`config.mk`:
```
export PLATFORM = sky130hd
export DESIGN_NAME = alu_share_arbiter_flat
export DESIGN_NICKNAME = d
export VERILOG_FILES = /design/src/rtl/alu_share_arbiter_if.sv /design/src/rtl/alu_share_arbiter.sv /design/src/flat_wrapper.sv
export SDC_FILE = /design/constraint.sdc
export NUM_CORES = 1
export LEC_CHECK = 0
export CORE_MARGIN = 2
export CORE_UTILIZATION = 42
export DETAILED_ROUTE_END_ITERATION = 7
export PLACE_DENSITY = 0.93
export SLEW_MARGIN = 30
export SYNTH_ARGS = -nofsm -noshare
export SYNTH_HDL_FRONTEND = slang
export SYNTH_SLANG_ARGS = --single-unit
```
`constraint.sdc`:
```
create_clock -name clk -period 4.6 [get_ports clk]
set_input_delay 0.69 -clock clk [delete_from_list [all_inputs] [get_ports clk]]
set_output_delay 0.69 -clock clk [all_outputs]
set_load 0.02 [all_outputs]
```
`src/rtl/alu_share_arbiter_if.sv`:
```
`default_nettype none
// ============================================================================
// Module  : alu_share_arbiter_if
// Brief   : Request/response channels of both requesters plus the shared ALU bus.
// Revision: 1.0 - initial release
// ============================================================================
interface alu_share_arbiter_if #(
  parameter int WIDTH = 32,
  parameter int CTLW  = 4
);
  logic             req0_valid;
  logic             req0_ready;
  logic [CTLW-1:0]  req0_ctl;
  logic [WIDTH-1:0] req0_a;
  logic [WIDTH-1:0] req0_b;
  logic             resp0_valid;
  logic             resp0_ready;
  logic [WIDTH-1:0] resp0_data;
  logic             resp0_zero;

  logic             req1_valid;
  logic             req1_ready;
  logic [CTLW-1:0]  req1_ctl;
  logic [WIDTH-1:0] req1_a;
  logic [WIDTH-1:0] req1_b;
  logic             resp1_valid;
  logic             resp1_ready;
  logic [WIDTH-1:0] resp1_data;
  logic             resp1_zero;

  logic [CTLW-1:0]  alu_ctl;
  logic [WIDTH-1:0] alu_a;
  logic [WIDTH-1:0] alu_b;
  logic [WIDTH-1:0] alu_out;
  logic             alu_zero;

  modport slave (
    input  req0_valid, req0_ctl, req0_a, req0_b, resp0_ready,
    input  req1_valid, req1_ctl, req1_a, req1_b, resp1_ready,
    input  alu_out, alu_zero,
    output req0_ready, resp0_valid, resp0_data, resp0_zero,
    output req1_ready, resp1_valid, resp1_data, resp1_zero,
    output alu_ctl, alu_a, alu_b
  );

  modport master (
    output req0_valid, req0_ctl, req0_a, req0_b, resp0_ready,
    output req1_valid, req1_ctl, req1_a, req1_b, resp1_ready,
    output alu_out, alu_zero,
    input  req0_ready, resp0_valid, resp0_data, resp0_zero,
    input  req1_ready, resp1_valid, resp1_data, resp1_zero,
    input  alu_ctl, alu_a, alu_b
  );
endinterface
`default_nettype wire

```
`src/rtl/alu_share_arbiter.sv`:
```
`default_nettype none
// ============================================================================
// Module  : alu_share_arbiter
// Brief   : Round-robin sharing of one combinational ALU between two requesters.
//           Optional grant counters enabled by macro ALU_ARB_STATS_EN.
// Revision: 1.0 - initial release
// ============================================================================
module alu_share_arbiter #(
  parameter int WIDTH = 32,
  parameter int CTLW  = 4
) (
  input  logic        clk,
  input  logic        rst_n,
`ifdef ALU_ARB_STATS_EN
  input  logic        stats_clr,
  output logic [15:0] grant_cnt0,
  output logic [15:0] grant_cnt1,
`endif
  alu_share_arbiter_if.slave bus
);

  typedef enum logic [1:0] {
    IDLE = 2'd0,
    EXEC = 2'd1,
    RESP = 2'd2
  } state_t;

  state_t           state_q;
  logic             owner_q;
  logic             last_grant_q;
  logic [CTLW-1:0]  alu_ctl_q;
  logic [WIDTH-1:0] alu_a_q;
  logic [WIDTH-1:0] alu_b_q;
  logic             resp0_valid_q;
  logic             resp1_valid_q;
  logic [WIDTH-1:0] resp0_data_q;
  logic [WIDTH-1:0] resp1_data_q;
  logic             resp0_zero_q;
  logic             resp1_zero_q;

  logic             grant_any_d;
  logic             grant_sel_d;
  logic             resp_take_d;

  // Ready is gated by rst_n so no handshake can complete while reset is held.
  always_comb begin
    grant_any_d = 1'b0;
    grant_sel_d = 1'b0;
    if (rst_n && (state_q == IDLE)) begin
      if (bus.req0_valid && bus.req1_valid) begin
        grant_any_d = 1'b1;
        grant_sel_d = ~last_grant_q;
      end else if (bus.req0_valid) begin
        grant_any_d = 1'b1;
      end else if (bus.req1_valid) begin
        grant_any_d = 1'b1;
        grant_sel_d = 1'b1;
      end
    end
  end

  assign resp_take_d = owner_q ? bus.resp1_ready : bus.resp0_ready;

  assign bus.req0_ready  = grant_any_d & ~grant_sel_d;
  assign bus.req1_ready  = grant_any_d &  grant_sel_d;
  assign bus.resp0_valid = resp0_valid_q;
  assign bus.resp1_valid = resp1_valid_q;
  assign bus.resp0_data  = resp0_data_q;
  assign bus.resp1_data  = resp1_data_q;
  assign bus.resp0_zero  = resp0_zero_q;
  assign bus.resp1_zero  = resp1_zero_q;
  assign bus.alu_ctl     = alu_ctl_q;
  assign bus.alu_a       = alu_a_q;
  assign bus.alu_b       = alu_b_q;

  always_ff @(posedge clk or negedge rst_n) begin
    if (!rst_n) begin
      state_q       <= IDLE;
      owner_q       <= 1'b0;
      last_grant_q  <= 1'b1;
      alu_ctl_q     <= '0;
      alu_a_q       <= '0;
      alu_b_q       <= '0;
      resp0_valid_q <= 1'b0;
      resp1_valid_q <= 1'b0;
      resp0_data_q  <= '0;
      resp1_data_q  <= '0;
      resp0_zero_q  <= 1'b0;
      resp1_zero_q  <= 1'b0;
    end else begin
      case (state_q)
        IDLE: begin
          if (grant_any_d) begin
            state_q      <= EXEC;
            owner_q      <= grant_sel_d;
            last_grant_q <= grant_sel_d;
            alu_ctl_q    <= grant_sel_d ? bus.req1_ctl : bus.req0_ctl;
            alu_a_q      <= grant_sel_d ? bus.req1_a   : bus.req0_a;
            alu_b_q      <= grant_sel_d ? bus.req1_b   : bus.req0_b;
          end
        end
        EXEC: begin
          state_q <= RESP;
          if (owner_q) begin
            resp1_data_q  <= bus.alu_out;
            resp1_zero_q  <= bus.alu_zero;
            resp1_valid_q <= 1'b1;
          end else begin
            resp0_data_q  <= bus.alu_out;
            resp0_zero_q  <= bus.alu_zero;
            resp0_valid_q <= 1'b1;
          end
        end
        RESP: begin
          // Data/zero registers are left untouched so they keep the last result.
          if (resp_take_d) begin
            resp0_valid_q <= 1'b0;
            resp1_valid_q <= 1'b0;
            state_q       <= IDLE;
          end
        end
        default: state_q <= IDLE;
      endcase
    end
  end

`ifdef ALU_ARB_STATS_EN
  logic [15:0] grant_cnt0_q;
  logic [15:0] grant_cnt1_q;

  always_ff @(posedge clk or negedge rst_n) begin
    if (!rst_n) begin
      grant_cnt0_q <= 16'h0000;
      grant_cnt1_q <= 16'h0000;
    end else if (stats_clr) begin
      grant_cnt0_q <= 16'h0000;
      grant_cnt1_q <= 16'h0000;
    end else begin
      if (grant_any_d && !grant_sel_d) grant_cnt0_q <= grant_cnt0_q + 16'd1;
      if (grant_any_d &&  grant_sel_d) grant_cnt1_q <= grant_cnt1_q + 16'd1;
    end
  end

  assign grant_cnt0 = grant_cnt0_q;
  assign grant_cnt1 = grant_cnt1_q;
`endif

endmodule
`default_nettype wire
```
`src/flat_wrapper.sv`:
```
// flat-port wrapper written by rule: the top's interface ports become plain ports
module alu_share_arbiter_flat 
#(
  parameter int WIDTH = 32,
  parameter int CTLW  = 4
)
  (clk, rst_n, bus_req0_valid, bus_req0_ctl, bus_req0_a, bus_req0_b, bus_resp0_ready, bus_req1_valid, bus_req1_ctl, bus_req1_a, bus_req1_b, bus_resp1_ready, bus_alu_out, bus_alu_zero, bus_req0_ready, bus_resp0_valid, bus_resp0_data, bus_resp0_zero, bus_req1_ready, bus_resp1_valid, bus_resp1_data, bus_resp1_zero, bus_alu_ctl, bus_alu_a, bus_alu_b);
  alu_share_arbiter_if #(.WIDTH(WIDTH), .CTLW(CTLW)) bus_i ();
  input  logic clk;
  input  logic rst_n;
  input wire logic [$bits(bus_i.req0_valid)-1:0] bus_req0_valid;
  input wire logic [$bits(bus_i.req0_ctl)-1:0] bus_req0_ctl;
  input wire logic [$bits(bus_i.req0_a)-1:0] bus_req0_a;
  input wire logic [$bits(bus_i.req0_b)-1:0] bus_req0_b;
  input wire logic [$bits(bus_i.resp0_ready)-1:0] bus_resp0_ready;
  input wire logic [$bits(bus_i.req1_valid)-1:0] bus_req1_valid;
  input wire logic [$bits(bus_i.req1_ctl)-1:0] bus_req1_ctl;
  input wire logic [$bits(bus_i.req1_a)-1:0] bus_req1_a;
  input wire logic [$bits(bus_i.req1_b)-1:0] bus_req1_b;
  input wire logic [$bits(bus_i.resp1_ready)-1:0] bus_resp1_ready;
  input wire logic [$bits(bus_i.alu_out)-1:0] bus_alu_out;
  input wire logic [$bits(bus_i.alu_zero)-1:0] bus_alu_zero;
  output wire logic [$bits(bus_i.req0_ready)-1:0] bus_req0_ready;
  output wire logic [$bits(bus_i.resp0_valid)-1:0] bus_resp0_valid;
  output wire logic [$bits(bus_i.resp0_data)-1:0] bus_resp0_data;
  output wire logic [$bits(bus_i.resp0_zero)-1:0] bus_resp0_zero;
  output wire logic [$bits(bus_i.req1_ready)-1:0] bus_req1_ready;
  output wire logic [$bits(bus_i.resp1_valid)-1:0] bus_resp1_valid;
  output wire logic [$bits(bus_i.resp1_data)-1:0] bus_resp1_data;
  output wire logic [$bits(bus_i.resp1_zero)-1:0] bus_resp1_zero;
  output wire logic [$bits(bus_i.alu_ctl)-1:0] bus_alu_ctl;
  output wire logic [$bits(bus_i.alu_a)-1:0] bus_alu_a;
  output wire logic [$bits(bus_i.alu_b)-1:0] bus_alu_b;
  assign bus_i.req0_valid = bus_req0_valid;
  assign bus_i.req0_ctl = bus_req0_ctl;
  assign bus_i.req0_a = bus_req0_a;
  assign bus_i.req0_b = bus_req0_b;
  assign bus_i.resp0_ready = bus_resp0_ready;
  assign bus_i.req1_valid = bus_req1_valid;
  assign bus_i.req1_ctl = bus_req1_ctl;
  assign bus_i.req1_a = bus_req1_a;
  assign bus_i.req1_b = bus_req1_b;
  assign bus_i.resp1_ready = bus_resp1_ready;
  assign bus_i.alu_out = bus_alu_out;
  assign bus_i.alu_zero = bus_alu_zero;
  assign bus_req0_ready = bus_i.req0_ready;
  assign bus_resp0_valid = bus_i.resp0_valid;
  assign bus_resp0_data = bus_i.resp0_data;
  assign bus_resp0_zero = bus_i.resp0_zero;
  assign bus_req1_ready = bus_i.req1_ready;
  assign bus_resp1_valid = bus_i.resp1_valid;
  assign bus_resp1_data = bus_i.resp1_data;
  assign bus_resp1_zero = bus_i.resp1_zero;
  assign bus_alu_ctl = bus_i.alu_ctl;
  assign bus_alu_a = bus_i.alu_a;
  assign bus_alu_b = bus_i.alu_b;
  alu_share_arbiter #(.WIDTH(WIDTH), .CTLW(CTLW)) u_core (.clk(clk), .rst_n(rst_n), .bus(bus_i));
endmodule
```
==> impl_metrics.toml, run 1 <==
[drt]
viasPerCell = 5.30
drt_iter0_drc = 300
drcViolationCount = 0
antenna_left = 0
drt_first_pass_iters = 4
finalWirelength_um = 18300
wire_per_inst_um = 20.4
vias = 4757

[die]
core_area_um2 = 13300
die_y_um = 121
ios = 313
die_w_um = 121
initial_core_util = 0.432
rows = 42
dieArea_um2 = 14700

[pwr]
power_density_nw_per_um2 = 749
ir_worst_vdd_uv = 382
leakagePower_nw = 4.02

[finish]
fin_nets = 888
n_fill_cell = 876
multi_input_area_um2 = 2060
diodes = 0
area_delta_synth_final_pct = 67.0
register_area_um2 = 3500
final_common_cell = "clkdlybuf4s50_1"
final_cell_mix = "clkdlybuf4s50_1 (311), dfrtp_1 (139), and2_1 (67), a221o_1 (67), mux2_2 (47)"
drive_gt1_frac = 0.125

[grt]
grt_busiest_layer = "met2"
grt_overflow = 0
track_usage = 0.250
antenna_found_initial = 0
grt_pass1_vias = 5223
met2_usage = 0.438
grt_use_met1 = 0.294
grt_use_met3 = 0.0728
grt_max_degree = 76
grt_pass1_wl_um = 28200

[setup_path]
critPathKind = "in -> out"
cp_max_fo = 68
startpoint_type = "primary input"
cp.required_ps = 3910
rr_worst_depth = 6
arrival_ps = 2310
end_kind = "primary output"

[timing]
finalCritPeriodShare = 0.652
tightestPinTransition_ps = 801
setup_ws_ps = 1600
hold_viol_final = 0
fmax_mhz = 334
timing.slew.headroom = 0.466
rsz0062_at_grt = "false"
skew_ps = 8.37
setup_viol = 0
maxSlewViolCount = 0
fin_crit_ps = 3000
fin_setup_tns_ps = 0

[logic_synthesis]
synth_seq_area_share = 0.607
synthTopCellsByArea = "dfrtp_1 (60%), a221o_1 (12%), mux2_2 (9.2%)"
synth.net_count = 581
yosysWarningCount = 0
synth_top_area_cell = "dfrtp_1"
synth_seq_cells = 140
syn_avg_cell_area_um2 = 14.4
syn_inst = 402
synthDistinctLibCells = 25
syn_area_um2 = 5770
synth_top_area_share = 0.603

[clock_tree]
root_buffer = "clkbuf_16"
cts-resized-gates = 0
numCtsBuffers = 17
insertion_delay_ps = 410
cts.sinks = 140
clkTransAtPathRegs_ps = 60
cts.hold.buffers_added = 0
post-cts-setup-buffer-count = 0
cts_tree = "built"
cts_max_path_buffers = 2
cts.htree.levels = 4

[run_status]
status = "complete, no violations"

[place]
hpwl_um = 13200
place_ws_ps = 1550
port_buffers = 312
globalplace.congestion = 0.844

[job]
maxCapViolations = 0

[hold_path]
min_path_type = "in -> async"
## worst paths after layout
check	from	end	slack, ps
setup / recovery	rst_n	bus_req0_ready	1600
hold / removal	rst_n	u_core.bus.resp0_data[21]	270
setup reg to reg	u_core.state_q[0]	u_core.bus.alu_a[18]	2410
hold reg to reg	u_core.bus.resp0_data[9]	u_core.bus.resp0_data[9]	500
max in group asynchronous	rst_n	u_core.bus.alu_ctl[2]	3260
min in group clk	u_core.bus.resp0_data[9]	u_core.bus.resp0_data[9]	500
## per-layer routing
| metal | vias to the layer above | part of all wire |
|---|---|---|
| met5 | - | 0 |
| met4 | 0 | 0.025 |
| met3 | 30 | 0.083 |
| met2 | 254 | 0.52 |
| met1 | 2358 | 0.38 |
| li1 | 2115 | - |
## stage by stage
step / hold slack, ps / instances / utilization / power (mW) / area (um^2)
2_1_floorplan: 394 / 402 / - / 3.99 / 5770
3_3_place_gp: 468 / 865 / 0.672 / 5.58 / 8970
3_5_place_dp: 481 / 865 / 0.672 / 5.73 / 8970
4_1_cts: 291 / 897 / 0.720 / 7.25 / 9610
5_1_grt: 314 / 898 / 0.722 / 7.58 / 9640
6_report: 270 / 898 / 0.722 / 7.22 / 9640
## layout make-up
cell class | instances | share of cell area
clock buffer | 18 | 0.0445
clock inverter | 14 | 0.0215
inverter | 6 | 0.00234
multi-input combinational | 226 | 0.214
sequential | 140 | 0.364
tap | 176 | 0.0228
timing repair buffer | 318 | 0.331
## sequential cells by signal, indices dropped and copies added (netlist names)
register	count
u_core.bus.alu_a	32
u_core.bus.alu_b	32
u_core.bus.resp0_data	32
u_core.bus.resp1_data	32
u_core.bus.alu_ctl	4
u_core.state_q	2
u_core.bus.resp0_valid	1
u_core.bus.resp0_zero	1
u_core.bus.resp1_valid	1
u_core.bus.resp1_zero	1
u_core.last_grant_q	1
u_core.owner_q	1
## cells in the mapped netlist, drive strengths merged
master    n
dfrtp   139
and2     68
a221o    67
mux2     67
buf      20
clkbuf   10
inv       6
ha        4
a21o      3
a21oi     3
mux2i     3
nand2     3
a211oi    1
a221oi    1
a22oi     1
and3      1
dfstp     1
nand3     1
nor2b     1
o211ai    1
o311ai    1
## kinds of logic after synthesis
kind of cell	after synthesis	synth area share
AND/OR/NAND/NOR	74	0.0796
multiplexers	70	0.136
AO/OA/AOI/OAI	78	0.130
flip-flops	140	0.607
adder cells (fa/ha/maj)	4	0.00867
buffers and inverters	36	0.0382
## power breakdown
part	internal (mW)	switching, mW
Combinational	1.85	1.65
Sequential	1.86	0.368
Clock	0.924	0.559
## critical path, cell delays in order
cell and delay [ps]:
buf_6 460, o211ai_1 280, a21oi_4 220, clkdlybuf4s50_1 630
No activity file was read; power rests on OpenSTA's default activity.
==> inputs of run 2 (changes only) <==
Settings changed: CORE_UTILIZATION 42 to 39, PLACE_DENSITY 0.93 to 0.87.
Clock period 4.6 ns to 2.82 ns, I/O delays scaled along.
==> run 2 against run 1 <==
Critical path depth is 1 higher. Sequential share of layout area hardly changed. Combinational power is 62% higher. Via count is 1.4% lower. Power is 60% higher. Global-route usage is 2.9 points lower. Utilization is 5.7 points lower. Clock skew is 1.1 ps lower. Largest power group unchanged. First-iteration DRC count is 21% lower. Highest routed layer unchanged.
==> impl_metrics.toml, run 2 (same netlist as run 1, synthesis figures left out) <==
[setup_path]
crit_path_top_delay_cell = "clkdlybuf4s50_1"
startpoint_type = "primary input"
rr_worst_depth = 6
arrival_ps = 2190
cp_max_fo = 21
critPathMaxStageDelay_ps = 590
cp.required_ps = 2400
critPathKind = "in -> out"
crit_chain = "dlygate4sd3_1 > buf_6 > and3_4 > and2_2 > clkdlybuf4s50_1"
end_kind = "primary output"

[die]
dieArea_um2 = 15800
rows = 44
die_w_um = 126
die_y_um = 126
ios = 313
core_area_um2 = 14500
initial_core_util = 0.399

[drt]
wire_per_inst_um = 19.0
drt_first_pass_iters = 5
drcViolationCount = 0
vias = 4692
finalWirelength_um = 17300
viasPerCell = 5.16
drt_iter0_drc = 236
antenna_left = 0

[timing]
hold_viol_final = 0
fin_crit_ps = 2610
setup_viol = 0
maxSlewViolCount = 0
fmax_mhz = 383
finalCritPeriodShare = 0.927
fin_setup_tns_ps = 0
skew_ps = 7.31
setup_ws_ps = 206
tightestPinTransition_ps = 776
timing.slew.headroom = 0.483
rsz0062_at_grt = "false"

[grt]
grt_pass1_wl_um = 27400
grt_max_degree = 74
antenna_found_initial = 1
grt_overflow = 0
track_usage = 0.221
grt_pass1_vias = 5113

[hold_path]
min_path_type = "in -> async"

[clock_tree]
numCtsBuffers = 17
cts_max_path_buffers = 2
insertion_delay_ps = 410
cts_tree = "built"
cts.htree.levels = 4
post-cts-setup-buffer-count = 0
root_buffer = "clkbuf_16"
clkTransAtPathRegs_ps = 60
cts.sinks = 140

[pwr]
p_total_mw = 11.5
power_density_nw_per_um2 = 1200
ir_worst_vdd_uv = 601
leakagePower_nw = 4.00

[finish]
drive_gt1_frac = 0.124
area_delta_synth_final_pct = 66.8
final_cell_mix = "clkdlybuf4s50_1 (311), dfrtp_1 (139), and2_1 (67), a221o_1 (67), mux2_2 (47)"
fin_nets = 890
final_common_cell = "clkdlybuf4s50_1"

[job]
maxCapViolations = 0

[place]
hpwl_um = 12400
port_buffers = 312
place_ws_ps = 376
globalplace.congestion = 0.842

[run_status]
status = "complete, no violations"
run 2: changes by cell type in the layout (fill, tap and decap cells not counted), moves of 2 or more:
cell        before  now
inv_6            4    1
clkbuf_8         0    2
clkinvlp_4       1    3
inv_8            2    0
clkinv_2         1    4
clkinv_4         2    0
run 2: through the flow:
stage	area [um^2]	hold slack [ps]	util	instances
2_1_floorplan	5770	127	-	402
3_3_place_gp	9010	273	0.622	875
3_5_place_dp	9010	278	0.622	875
4_1_cts	9620	406	0.664	908
5_1_grt	9630	409	0.665	909
6_report	9630	417	0.665	909
run 2: repair_timing:
item | 4_1_cts | 5_1_grt
gates resized for setup | 0 | 0
hold endpoints to repair | 17 | 0
hold buffers | 1 | 0
run 2: critical path: cells and delay by family:
family	cells	cell delay, ps
simple gates	2	390
buf+inv	3	1350
run 2: area by class of cell:
| cell class | instances | area, um^2 |
|---|---|---|
| fill | 1020 | 4850 |
| sequential | 140 | 3500 |
| timing repair buffer | 320 | 3200 |
| multi-input combinational | 226 | 2060 |
| clock buffer | 21 | 460 |
| tap | 184 | 230 |
| clock inverter | 11 | 141 |
| inverter | 6 | 22.5 |
| antenna | 1 | 2.50 |
run 2: path summary, 6_finish.rpt:
kind / startpoint / endpoint / slack, ps
worst min register to register: u_core.bus.resp0_data[0] / u_core.bus.resp0_data[0] / 480
max in group asynchronous: rst_n / u_core.bus.alu_b[13] / 1500
worst max-delay path: rst_n / bus_req1_ready / 210
min in group clk: u_core.bus.resp0_data[0] / u_core.bus.resp0_data[0] / 480
worst max register to register: u_core.state_q[0] / u_core.bus.alu_a[15] / 630
worst min-delay path: rst_n / u_core.bus.resp0_data[31] / 420
run 2: where the power goes:
group	internal (mW)	total, mW	switching, mW	leakage (nW)
logic	3.02	5.67	2.65	2.05
clock network	1.43	2.28	0.844	0.289
registers	3.04	3.60	0.560	1.66
total	7.49	11.5	4.06	4.00
run 2: routing by layer:
metal,GRT usage,vias to the layer above,part of all wire
met1,0.257,2292,0.38
li1,-,2107,-
met5,0,-,0
met3,0.0777,47,0.080
met4,0.101,0,0.036
met2,0.368,246,0.50
==> patch 1 (flow settings as in run 1) <==
`WIDTH` is set to 32 in 3 places; all go to 48.
--- a/src/rtl/alu_share_arbiter_if.sv
+++ b/src/rtl/alu_share_arbiter_if.sv
@@ -5,7 +5,7 @@
 // Revision: 1.0 - initial release
 // ============================================================================
 interface alu_share_arbiter_if #(
-  parameter int WIDTH = 32,
+  parameter int WIDTH = 48,
   parameter int CTLW  = 4
 );
   logic             req0_valid;
--- a/src/rtl/alu_share_arbiter.sv
+++ b/src/rtl/alu_share_arbiter.sv
@@ -6,7 +6,7 @@
 // Revision: 1.0 - initial release
 // ============================================================================
 module alu_share_arbiter #(
-  parameter int WIDTH = 32,
+  parameter int WIDTH = 48,
   parameter int CTLW  = 4
 ) (
   input  logic        clk,
--- a/src/flat_wrapper.sv
+++ b/src/flat_wrapper.sv
@@ -1,7 +1,7 @@
 // flat-port wrapper written by rule: the top's interface ports become plain ports
 module alu_share_arbiter_flat 
 #(
-  parameter int WIDTH = 32,
+  parameter int WIDTH = 48,
   parameter int CTLW  = 4
 )
   (clk, rst_n, bus_req0_valid, bus_req0_ctl, bus_req0_a, bus_req0_b, bus_resp0_ready, bus_req1_valid, bus_req1_ctl, bus_req1_a, bus_req1_b, bus_resp1_ready, bus_alu_out, bus_alu_zero, bus_req0_ready, bus_resp0_valid, bus_resp0_data, bus_resp0_zero, bus_req1_ready, bus_resp1_valid, bus_resp1_data, bus_resp1_zero, bus_alu_ctl, bus_alu_a, bus_alu_b);
Ports: changed (9 resized); port bits go from 313 to 457. The function was not compared with the original's and may differ.
==> patch 1 against run 1 <==
  * Cell area grew 45%
  * Hold slack lost 0.15 ns
  * Wire length up 67%
  * Total power is 40% higher
  * Worst setup slack lost 0.17 ns
  * Global-route usage grew 2.5 points
  * Clock power is 31% higher
  * Critical path depth is 1 higher
  * Cell count is 46% higher
  * Via count up 48%
  * Largest cell class unchanged
  * Sequential cell count grew 64
  * Area after synthesis rose by 44%
==> patch 1: results (changes against run 1) <==
stage;metric;value;unit;change
pwr;leakage;5.74;nW;+43%
global_route;M3 GR Usage;7.70;%;+0.42 points
pwr;worst vdd ir;426;uV;+11%
critical_path;CP arrival;2.47;ns;+0.16 ns
place;Placement Cell Area;13100;um^2;+46%
cells_and_area;share of cells above drive strength 1;14.4;%;+1.9 points
global_route;first-pass GRT wire length;43.4;mm;+54%
detailed_routing;Vias per Instance;5.35;;+0.93%
critical_path;Setup crit start kind;flop;;
clock_tree;CTS buffer count;22;;+5
clock_tree;worst skew pair latency;0.49;ns;+0.08 ns
detailed_routing;Initial DRC Count;363;;+21%
detailed_routing;vias;7020;;+48%
critical_path;Max Fanout on Critical Path;5;;-93%
global_route;met2 usage in global routing;45.5;%;+1.6 points
clock_tree;CTS Buffer Depth;3;;+1
status;outcome;completed;;
detailed_routing;final WL;30.6;mm;+67%
global_route;vias in the first global route;7472;;+43%
cells_and_area;Fillers;1252;;+43%
place;gpl congestion;0.906;;+7.3%
global_route;M1 GR Usage;32.9;%;+3.5 points
detailed_routing;met2 wire length;15.0;mm;+59%
place;I/O Buffers;456;;+46%
yosys;syn nets;836;;+44%
yosys;Syn Inst Count;577;;+44%
critical_path;CP peak stage delay;0.68;ns;+0.05 ns
yosys;synth unique cells;25;;unchanged
yosys;top cells by area, synth;dfrtp_1 (61%), mux2_2 (13%), a221o_1 (12%), and2_0 (7.4%), buf_2 (1.3%);;
timing;clock skew;0.00967;ns;+0.00130 ns
place;pre-CTS WS;1.48;ns;-0.0710 ns
place;HPWL Detailed;21.5;mm;+63%
yosys;Seq/Total Area, Yosys;61.3;%;+0.58 points
clock_tree;H-Tree Depth;1;;-3
==> patch 1: changes by cell type after synthesis, sizes merged, moves of 2 or more <==
| cell | delta |
|---|---|
| dfrtp | +64 |
| and2 | +31 |
| a221o | +32 |
| inv | +2 |
| clkbuf | -2 |
| mux2 | +32 |
| buf | +15 |
==> patch 1: worst paths after layout <==
path / to / slack [ns] / cells past startpoint
max: bus_req1_ready / 1.44 / 5
min: u_core.bus.alu_a[20]$_DFFE_PN0P_ / 0.12 / 1
max reg2reg: u_core.bus.alu_b[7]$_DFFE_PN0P_ / 2.19 / 6
min reg2reg: u_core.bus.resp1_data[30]$_DFFE_PN0P_ / 0.50 / 1
max in group asynchronous: u_core.bus.resp1_data[22]$_DFFE_PN0P_ / 3.19 / 3
min in group clk: u_core.bus.resp1_data[30]$_DFFE_PN0P_ / 0.50 / 1
==> patch 1: final cells by class <==
class / count / area [um^2] / share of cell area [%]
multi-input combinational: 322 / 2970 / 21.3
antenna: 11 / 27.5 / 0.197
clock inverter: 7 / 141 / 1.01
timing repair buffer: 464 / 4690 / 33.6
inverter: 8 / 30.0 / 0.215
sequential: 204 / 5110 / 36.6
tap: 265 / 332 / 2.38
clock buffer: 32 / 659 / 4.73
==> patch 1: power groups by stage <==
stage                     Clock, mW  Combinational, mW  Sequential, mW
after floorplan                   0               1.45            4.18
after global placement            0               4.78            3.17
after detailed placement          0               4.93            3.20
after CTS                      1.97               4.97            3.23
after global routing           2.04               5.20            3.33
final                          1.94               4.94            3.25
==> patch 1: cell families (layout without fill, tap and decap cells) <==
kind of cell	Yosys count	after routing	share of synthesized area [%]
simple gates	104	104	7.72
compound gates	112	112	13.1
other cells	0	11	0
mux	102	102	13.7
flops	204	204	61.3
buf+inv	51	511	3.47
fa+ha+maj	4	4	0.601
==> patch 2 (settings of run 1) <==
Made on the original files. Re-encode `state_t` (3 states) as one-hot, 3 bits wide.
--- a/src/rtl/alu_share_arbiter.sv
+++ b/src/rtl/alu_share_arbiter.sv
@@ -19,10 +19,10 @@
   alu_share_arbiter_if.slave bus
 );
 
-  typedef enum logic [1:0] {
-    IDLE = 2'd0,
-    EXEC = 2'd1,
-    RESP = 2'd2
+  typedef enum logic [2:0] {
+    IDLE = 3'b001,
+    EXEC = 3'b010,
+    RESP = 3'b100
   } state_t;
 
   state_t           state_q;
Behaviour: no difference found for any inputs over 4 cycles, from zero or initial values and one cycle with rst_n low; so few cycles prove little.
==> patch 2 against run 1 <==
  * Via count is 8.5% higher
  * Count of clock-buffer cells in the layout stayed put
  * Total power shrank 10%
  * Hold slack better by 0.19 ns
  * Cell area is 1.0% higher
  * First-iteration DRC count down 7.3%
  * Area after synthesis increased by 5.6%
  * Wire length is 2.2% lower
  * Combinational power is 14% lower
  * Sequential cell count grew 1
  * Worst setup slack lost 0.14 ns
  * Global-route usage decreased by 1.5 points
  * Largest power group unchanged
==> patch 2: results (changes against run 1) <==
stage;metric;value;unit;change
critical_path;CP arrival;2.44;ns;+0.13 ns
place;gpl congestion;0.795;;-5.8%
status;outcome;completed;;
detailed_routing;Initial DRC Count;278;;-7.3%
global_route;first-pass GRT wire length;29.1;mm;+3.3%
critical_path;FF-to-FF path depth;4;;-2
cells_and_area;utilization after layout;67.8;%;-4.5 points
timing;Tcrit/Tclk final;68.1;%;+3.0 points
global_route;largest net degree at the start of global routing;81;;+6.6%
cells_and_area;inverters;2;;-4
cells_and_area;flip-flop and latch count;141;;+0.71%
global_route;M1 GR Usage;28.0;%;-1.4 points
global_route;M3 GR Usage;6.27;%;-1.0 points
yosys;synth unique cells;33;;+32%
yosys;syn nets;654;;+13%
cells_and_area;Fillers;1039;;+19%
critical_path;Max Fanout on Critical Path;32;;-53%
cells_and_area;buffering overhead;32.6;%;-0.51 points
cells_and_area;sequential share of cell area;36.3;%;-0.090 points
timing;clock skew;0.0119;ns;+0.00352 ns
detailed_routing;Vias per Instance;5.33;;+0.69%
detailed_routing;met2 wire length;8.91;mm;-5.6%
critical_path;R2R Path End;u_core.bus.alu_b[18]$_DFFE_PN0P_;;
global_route;vias in the first global route;5577;;+6.8%
critical_path;RR Startpoint;u_core.state_q[0]$_DFFE_PN1P_;;
cells_and_area;nets;947;;+6.6%
pwr;worst vdd ir;309;uV;-19%
yosys;top cells by count, synth;dfrtp_1 (139), nand2_1 (68), a221o_1 (67), nor3_1 (67), mux2_2 (42);;
place;pre-CTS WS;1.45;ns;-0.0990 ns
cells_and_area;clk tree area frac;5.62;%;-0.99 points
cells_and_area;share of cells above drive strength 1;11.9;%;-0.60 points
detailed_routing;final WL;17.9;mm;-2.2%
detailed_routing;Metal-1 WL;7.11;mm;+3.4%
critical_path;crit path from;bus_req1_valid;;
pwr;leakage;4.10;nW;+2.1%
cells_and_area;comb_multi_in;291;;+29%
global_route;Total GRT Usage;23.5;%;-1.5 points
==> patch 2: logic make-up (layout without fill, tap and decap cells) <==
group	count (synthesis)	in the layout	share of synthesized area [%]
AO/OA/AOI/OAI	76	76	12.1
flip-flops	141	141	58.0
AND/OR/NAND/NOR	148	148	11.9
multiplexers	67	67	12.4
buffers and inverters	47	352	5.69
==> patch 2: power by group <==
part | internal [mW] | switching (mW)
Sequential | 1.84 | 0.355
Combinational | 1.58 | 1.44
Clock | 0.744 | 0.534
==> patch 2: critical path, stage by stage <==
cell and delay, ns:
clkdlybuf4s50_1 0.59, and3_4 0.48, clkdlybuf4s50_1 0.68
==> patch 2: stage by stage <==
stage / cells / power (mW)
after floorplan: 479 / 3.68
after global placement: 937 / 5.17
after detailed placement: 937 / 5.24
after global routing: 968 / 6.83
final: 968 / 6.50
after CTS: 968 / 6.56
